## src/rtl/demux_pkg.sv

```systemverilog
// Shared constants and state encoding for the 1-to-8 serial deserializer.
package demux_pkg;

  localparam int N  = 8;
  localparam int SW = 3;

  localparam logic [N-1:0] ALL_SLOTS = 8'hFF;

  typedef enum logic [1:0] {
    IDLE = 2'd0,
    FILL = 2'd1,
    FULL = 2'd2
  } state_e;

endpackage

```

## src/rtl/demux1to8_dec.sv

```systemverilog
// Combinational one-hot slot decoder: routes a single write enable to slot sel.
module demux1to8_dec
  import demux_pkg::*;
(
  input  logic          en,
  input  logic [SW-1:0] sel,
  output logic [N-1:0]  we
);

  assign we = {{(N-1){1'b0}}, en} << sel;

endmodule

```

## src/rtl/demux1to8_deser.sv

```systemverilog
// Serial-to-parallel collector: steers incoming bits into eight slots and hands
// the completed byte to the consumer with a valid/ready handshake.
module demux1to8_deser
  import demux_pkg::*;
(
  input  logic          clk,
  input  logic          rst_n,
  input  logic          din,
  input  logic          din_valid,
  output logic          din_ready,
  input  logic          addr_mode,
  input  logic [SW-1:0] s,
  input  logic          flush,
  output logic [N-1:0]  q,
  output logic          out_valid,
  input  logic          out_ready,
  output logic [N-1:0]  slot_mask
);

  state_e        state_q;
  logic [SW-1:0] ptr_q, ptr_d;
  logic          mode_q;
  logic [N-1:0]  buf_q, buf_d;
  logic [N-1:0]  mask_q, mask_d;
  logic [N-1:0]  q_q;
  logic          out_valid_q;
  logic          din_ready_q;

  logic          accept;
  logic          mode_cur;
  logic [SW-1:0] sel;
  logic [N-1:0]  we;

  // The first bit of a byte uses addr_mode directly since mode_q latches on that same edge.
  always_comb begin
    accept   = din_valid & din_ready_q & ~flush;
    mode_cur = (state_q == IDLE) ? addr_mode : mode_q;
    sel      = mode_cur ? s : ptr_q;
    buf_d    = (buf_q & ~we) | ({N{din}} & we);
    mask_d   = mask_q | we;
    ptr_d    = ptr_q + {{(SW-1){1'b0}}, ~mode_cur};
  end

  demux1to8_dec u_dec (
    .en  (accept),
    .sel (sel),
    .we  (we)
  );

  always_ff @(posedge clk or negedge rst_n) begin
    if (!rst_n) begin
      state_q     <= IDLE;
      ptr_q       <= '0;
      mode_q      <= 1'b0;
      buf_q       <= '0;
      mask_q      <= '0;
      q_q         <= '0;
      out_valid_q <= 1'b0;
      din_ready_q <= 1'b1;
    end else if (flush) begin
      state_q     <= IDLE;
      ptr_q       <= '0;
      mode_q      <= 1'b0;
      buf_q       <= '0;
      mask_q      <= '0;
      q_q         <= '0;
      out_valid_q <= 1'b0;
      din_ready_q <= 1'b1;
    end else begin
      case (state_q)
        IDLE, FILL: begin
          if (accept) begin
            buf_q  <= buf_d;
            mask_q <= mask_d;
            ptr_q  <= ptr_d;
            if (state_q == IDLE) mode_q <= addr_mode;
            if (mask_d == ALL_SLOTS) begin
              state_q     <= FULL;
              q_q         <= buf_d;
              out_valid_q <= 1'b1;
              din_ready_q <= 1'b0;
            end else begin
              state_q <= FILL;
            end
          end
        end
        FULL: begin
          if (out_ready) begin
            state_q     <= IDLE;
            ptr_q       <= '0;
            mode_q      <= 1'b0;
            buf_q       <= '0;
            mask_q      <= '0;
            q_q         <= '0;
            out_valid_q <= 1'b0;
            din_ready_q <= 1'b1;
          end
        end
        default: begin
          state_q     <= IDLE;
          out_valid_q <= 1'b0;
          din_ready_q <= 1'b1;
        end
      endcase
    end
  end

  assign q         = q_q;
  assign out_valid = out_valid_q;
  assign din_ready = din_ready_q;
  assign slot_mask = mask_q;

endmodule

```

## config.mk

```make
export PLATFORM = sky130hd
export DESIGN_NAME = demux1to8_deser
export DESIGN_NICKNAME = d
export VERILOG_FILES = /design/src/rtl/demux_pkg.sv /design/src/rtl/demux1to8_dec.sv /design/src/rtl/demux1to8_deser.sv
export SDC_FILE = /design/constraint.sdc
export NUM_CORES = 1
export LEC_CHECK = 0
export CAP_MARGIN = 5
export CORE_MARGIN = 4
export CORE_UTILIZATION = 28
export DETAILED_ROUTE_END_ITERATION = 16
export HOLD_SLACK_MARGIN = 0.12
export PLACE_DENSITY = 0.57
export SYNTH_ARGS = -nofsm -noshare
export SYNTH_HDL_FRONTEND = slang
export SYNTH_SLANG_ARGS = --single-unit
```

## constraint.sdc

```tcl
create_clock -name clk -period 2.6 [get_ports clk]
set_input_delay 0.26 -clock clk [delete_from_list [all_inputs] [get_ports clk]]
set_output_delay 0.26 -clock clk [all_outputs]
set_load 0.005 [all_outputs]
```

### After elaboration in Yosys (flattened, before gate mapping)

Index checks and enable logic that the tools add are counted.

* add/sub/neg operators: 1
* $mul: 0
* div/mod/pow operators: 0
* $lt $le $gt $ge: 0
* equal/unequal tests: 6
* shift-type cells: 1
* mux-type cells: 35
* bitwise logic cells: 9
* reductions and logical operators: 7

Operator list (count)
* two-way mux 8 bit: 8
* one-hot mux 8 bit (2 select lines): 3
* AND 8 bit: 2
* OR 8 bit: 2
* two-way mux 3 bit: 4
* two-way mux 1 bit: 11
* == test 8 bit (second input constant): 1
* two-way mux 2 bit: 4
* NOT 8 bit: 1
* << shifter 1 x 3 -> 8 bit: 1
* != test 3 bit (second input constant): 2
* one-hot mux 1 bit (2 select lines): 3
* one-hot mux 3 bit (2 select lines): 1
* AND reduction 3 bit: 2
* one-hot mux 2 bit (2 select lines): 1
* AND reduction 4 bit: 1
* adder 3 x 1 -> 3 bit: 1
* != test 3 x 2 -> 1 bit (second input constant): 1
* nonzero test 3 bit: 1
* AND 1 bit: 2
* == test 2 x 1 -> 1 bit (second input constant): 1
* == test 2 bit (second input constant): 1
* zero test 2 bit: 1
* NOT 1 bit: 2
* 2 further kinds: 2

* flip-flop bits (word level): 32
* latch bits: 0
* memory bits (writable): 0
* memory bits (read-only): 0
* input bits: 10
* output and inout port bits: 18
* logic and storage cells: 67
* memories kept: 0

### Depth between registers and ports, before layout

* depth after elaboration: 11
* depth in mapped cells: 9
* depth with buffers taken out: 7

### Cells and area by module

A second synthesis with hierarchy kept.

* cells, all modules: 145
* area total of the unflattened synthesis: 1640.3 µm²

By module, submodules not included
* demux1to8_deser: instances 1, cells an instance 137, area an instance 1544.0 µm², seq. area each 802.0 µm²
* demux1to8_dec: instances 1, cells an instance 8, area an instance 96.3 µm², seq. area each 0.0 µm²

### Worst setup path before layout

Ideal clock, no wire load.

* path type: flip-flop to flip-flop
* from: reg din_ready_q, in the netlist din_ready
* to: reg q_q[0], in the netlist q[0]
* library setup time: 0.132 ns
* data arrival time: 2.016 ns
* required time: 2.468 ns
* slack: 0.451 ns
* stages on the path, launching flop included: 8
* path buffers: 1
* clock period less this slack: 2.149 ns
* path through: dfstp_2 > clkbuf_1 > nand3_1 > nor4_1 > a211o_1 > o2111ai_2 > nor2_4 > o211ai_1

* longest elaborated chain between the ends: 10
* elaborated cells on any way between the ends: 16
* classes of those cells: eq/ne: 3; shift: 1; mux: 4; bitwise: 7; reduce/logical: 1

RTL lines
* start, declared: RTL line demux1to8_deser.sv:27 `logic din_ready_q;`
* start signal, assigned: RTL line demux1to8_deser.sv:59 `din_ready_q <= 1'b1;`
* start signal, assigned: RTL line demux1to8_deser.sv:68 `din_ready_q <= 1'b1;`
* start signal, assigned: RTL line demux1to8_deser.sv:81 `din_ready_q <= 1'b0;`
* AND 1 bit * (2 in series): RTL line demux1to8_deser.sv:36 `accept = din_valid & din_ready_q & ~flush;`
* << shifter 1 x 3 -> 8 bit: RTL line demux1to8_dec.sv:10 `assign we = {{(N-1){1'b0}}, en} << sel;`
* NOT 8 bit: RTL line demux1to8_deser.sv:39 `buf_d = (buf_q & ~we) | ({N{din}} & we);`
* AND 8 bit: RTL line demux1to8_deser.sv:39
* OR 8 bit: RTL line demux1to8_deser.sv:39
* two-way mux 8 bit: RTL line demux1to8_deser.sv:77 `if (mask_d == ALL_SLOTS) begin`
* two-way mux 8 bit: RTL line demux1to8_deser.sv:72 `if (accept) begin`
* one-hot mux 8 bit (2 select lines): RTL line demux1to8_deser.sv:70 `case (state_q)`
* two-way mux 8 bit: RTL line demux1to8_deser.sv:60 `end else if (flush) begin`
* end signal, assigned: RTL line demux1to8_deser.sv:79 `q_q <= buf_d;`
* end, declared: RTL line demux1to8_deser.sv:25 `logic [N-1:0] q_q;`

Mark *: on every way between the ends. The rest lies on a longest branch, timed or not. The select of a mux whose other input is x is not followed.
A chain may end at the register's enable or synchronous reset.

### Final worst setup path

* from: reg state_q[0]
* to: reg q_q[3], in the netlist q[3]

* longest elaborated chain between the ends: 11
* elaborated cells on any way between the ends: 22
* classes of those cells: eq/ne: 6; shift: 1; mux: 6; bitwise: 5; reduce/logical: 4

RTL lines
* start, declared: RTL line demux1to8_deser.sv:20 `state_e state_q;`
* start signal, assigned: RTL line demux1to8_deser.sv:52 `state_q <= IDLE;`
* start signal, assigned: RTL line demux1to8_deser.sv:61 `state_q <= IDLE;`
* start signal, assigned: RTL line demux1to8_deser.sv:78 `state_q <= FULL;`
* zero test 2 bit: RTL line demux1to8_deser.sv:37, demux1to8_deser.sv:70
* two-way mux 1 bit
* two-way mux 3 bit: RTL line demux1to8_deser.sv:38 `sel = mode_cur ? s : ptr_q;`
* << shifter 1 x 3 -> 8 bit: RTL line demux1to8_dec.sv:10
* NOT 8 bit: RTL line demux1to8_deser.sv:39
* AND 8 bit: RTL line demux1to8_deser.sv:39
* OR 8 bit: RTL line demux1to8_deser.sv:39
* two-way mux 8 bit: RTL line demux1to8_deser.sv:77
* two-way mux 8 bit: RTL line demux1to8_deser.sv:72
* one-hot mux 8 bit (2 select lines): RTL line demux1to8_deser.sv:70
* two-way mux 8 bit: RTL line demux1to8_deser.sv:60

Several ways; a longest one is shown, not always the timed one. The select of a mux whose other input is x is not followed.

==> metrics.cfg <==
[outcome]
outcome=finished clean

[placement]
numPlacedInstances=381
post-dp-hpwl_um=4600
dpl_worst_slack_ns=-0.00165
portBuffers=27
gp_congestion=0.898

[die]
ioPinCount=28
chipWidth_um=94.9
die_area_um2=9010
die_h_um=94.9
start_util=0.290
num_rows=31
coreArea_um2=7290

[final_layout]
final_cells=388
final_common_cell=dfrtp_1
drive_above_1_share=0.170
area_growth_pct=28.0
num_antenna_cells=0
finish.utilization=0.371
num-fill-cells=806
final_cell_mix=dfrtp_1, nor2_1, clkdlybuf4s50_1, nand2_1, nand3_1
finalNetCount=301

[global_route]
grt_max_degree=33
grt_pass1_vias=1975
grt_pass1_wl_um=10300
grt-ovfl-total=0
antenna_found_initial=0
grt_usage=0.151

[synthesis]
synth_cells=247
avgSynthCellArea_um2=8.57
synthesis.area_um2=2120
synth_xor_area_frac=0.00414
synthFlopType=dfrtp_1
synth_top_family_by_area=simple AND/OR/NAND/NOR gates
synth_seq_cells=32
ys_seq_area_frac=0.379
syn_nets=259
async_reset_ff_frac=1.00
synth_cell_types=57
yosysWarnings=0
synth_fa_ha_area_frac=0.0118
synthMuxAreaShare=0
synth_edf_count=0
synthSimpleGateAreaFrac=0.288
synth_compound_area_frac=0.271

[timing]
rsz0062_at_grt=false
worstMarginPinSlew_ns=0.613
relSlewSlack=0.589
skew_ns=0.00647
period_share=0.919
hold_ws_ns=0.378
max_freq_ghz=0.418
slew_violations=0
setup_viol=0
hold_viol_final=0
fin_crit_ns=2.39
fin_ws_ns=0.210

[drt]
drt.antenna.violating_nets=0
dr.pass1.iters=4
drt-initial-drc-count=139
wl_per_cell_um=16.1
vias_per_cell=5.18
vias=2009
routed_wirelength_um=6260
route.detailed.drc=0

[worst_hold_path]
min_path_type=in -> async

[flow_run]
maxCapViolCount=0

[pwr]
p_total_mw=1.12
p_leak_nw=1.08
powerDensity_nw_per_um2=413
ir_drop_mv=0.176

[clock_tree]
cts-root-buf=clkbuf_8
cts.repair.resized=0
cts_num_sinks=32
clk_path_buf_depth=2
tritoncts=done
cts_buffers=5
insertion_delay_ns=0.30
htreeDepth=2
cts.clk_slew.worst_paths_ns=0.07
cts_setup_buffers=0
ctsHoldBuffers=0

[critical_path]
cp_max_fo=10
rr_worst_depth=7
start_kind=flop
cp.arrival_ns=2.56
timing.rr.start=state_q[0]$_DFFE_PN0P_
worstSetupStartpoint=state_q[0]$_DFFE_PN0P_
r2r_slack_ns=0.21
cp-end-kind=flop
r2r_end=q[3]$_DFFE_PN0P_
worst_ep_required_time_ns=2.77
worst-setup-path-type=reg -> reg

per-stage QoR:
stage	area, um^2	setup TNS, ns
3_3_place_gp	2610	0
5_1_grt	2710	0
4_1_cts	2710	0
3_5_place_dp	2610	-0.00165
6_report	2710	0
2_1_floorplan	2120	0
synth_stat cells (2+ instances only):
| library cell | n | area, um^2 |
|---|---|---|
| inv_1 | 10 | 37.5 |
| o21a_1 | 2 | 15.0 |
| nand3_1 | 20 | 100 |
| o22ai_1 | 6 | 37.5 |
| nor4_1 | 3 | 18.8 |
| and4_1 | 2 | 17.5 |
| o221ai_2 | 2 | 30.0 |
| ha_1 | 2 | 25.0 |
| a21o_1 | 3 | 22.5 |
| buf_2 | 3 | 15.0 |
| o211ai_1 | 13 | 97.6 |
| a22o_1 | 2 | 17.5 |
| nor2_1 | 29 | 109 |
| clkbuf_1 | 7 | 26.3 |
| nor3b_1 | 2 | 15.0 |
| nand4_1 | 4 | 25.0 |
| and4b_2 | 2 | 22.5 |
| nor2b_1 | 4 | 25.0 |
| o21ai_0 | 10 | 50.1 |
| and2_2 | 2 | 15.0 |
| nand3b_1 | 3 | 22.5 |
| or3b_1 | 2 | 17.5 |
| a21oi_1 | 11 | 55.1 |
| a21bo_2 | 4 | 40.0 |
| nand2_1 | 25 | 93.8 |
| o211a_1 | 2 | 20.0 |
| a211oi_1 | 10 | 75.1 |
| dfrtp_1 | 31 | 776 |
| a211o_1 | 2 | 17.5 |
| or2_2 | 2 | 12.5 |
per-layer routing:
layer	vias up	routed length, um	GRT usage
met1	939	2950	0.209
met5	-	0	0
li1	1002	-	-
met3	14	396	0.0367
met4	0	122	0.0565
met2	54	2790	0.225
layout make-up:
class | count | area [um^2] | area share
Sequential cell | 32 | 802 | 0.296
Clock buffer | 7 | 96.3 | 0.0356
Tap cell | 99 | 124 | 0.0457
Multi-Input combinational cell | 193 | 1220 | 0.449
Timing Repair Buffer | 47 | 433 | 0.160
Inverter | 10 | 37.5 | 0.0139
report_power, final:
| group | switching [mW] | total, mW | internal, mW | leakage (nW) |
|---|---|---|---|---|
| Clock | 0.194 | 0.430 | 0.236 | 0.0503 |
| Sequential | 0.0159 | 0.525 | 0.509 | 0.440 |
| Combinational | 0.0943 | 0.163 | 0.0689 | 0.595 |
state kept, by name, summed over array words and instances, names as in the netlist:
register,count
buf_q,8
din_ready,1
mode_q,1
out_valid,1
ptr_q,3
q,8
slot_mask,8
state_q,2
cells by family after synthesis:
kind of cell,after synthesis
AOI/OAI and AO/OA,77
xor gates and xnor gates,1
adders and majority gates,2
buffers and inverters,22
DFF,32
and+or+nand+nor,113
how the worst max path moves through the flow:
stage,to,slack (ns),cells past startpoint
detailed placement,q[3]$_DFFE_PN0P_,-0.002,7
floorplan,q[0]$_DFFE_PN0P_,0.45,7
global route,q[3]$_DFFE_PN0P_,0.05,7
finish,q[3]$_DFFE_PN0P_,0.21,7
CTS,q[0]$_DFFE_PN0P_,0.21,7
global placement,q[0]$_DFFE_PN0P_,0.02,8
critical path, stage by stage (launching register included):
cell and delay, ns:
dfrtp_1 0.45, o21ai_1 0.54, a211oi_1 0.20, buf_4 0.18, o31a_1 0.30, o221a_2 0.37
nand3_1 0.14, o211ai_1 0.09
No activity file was read; power rests on OpenSTA's default activity.
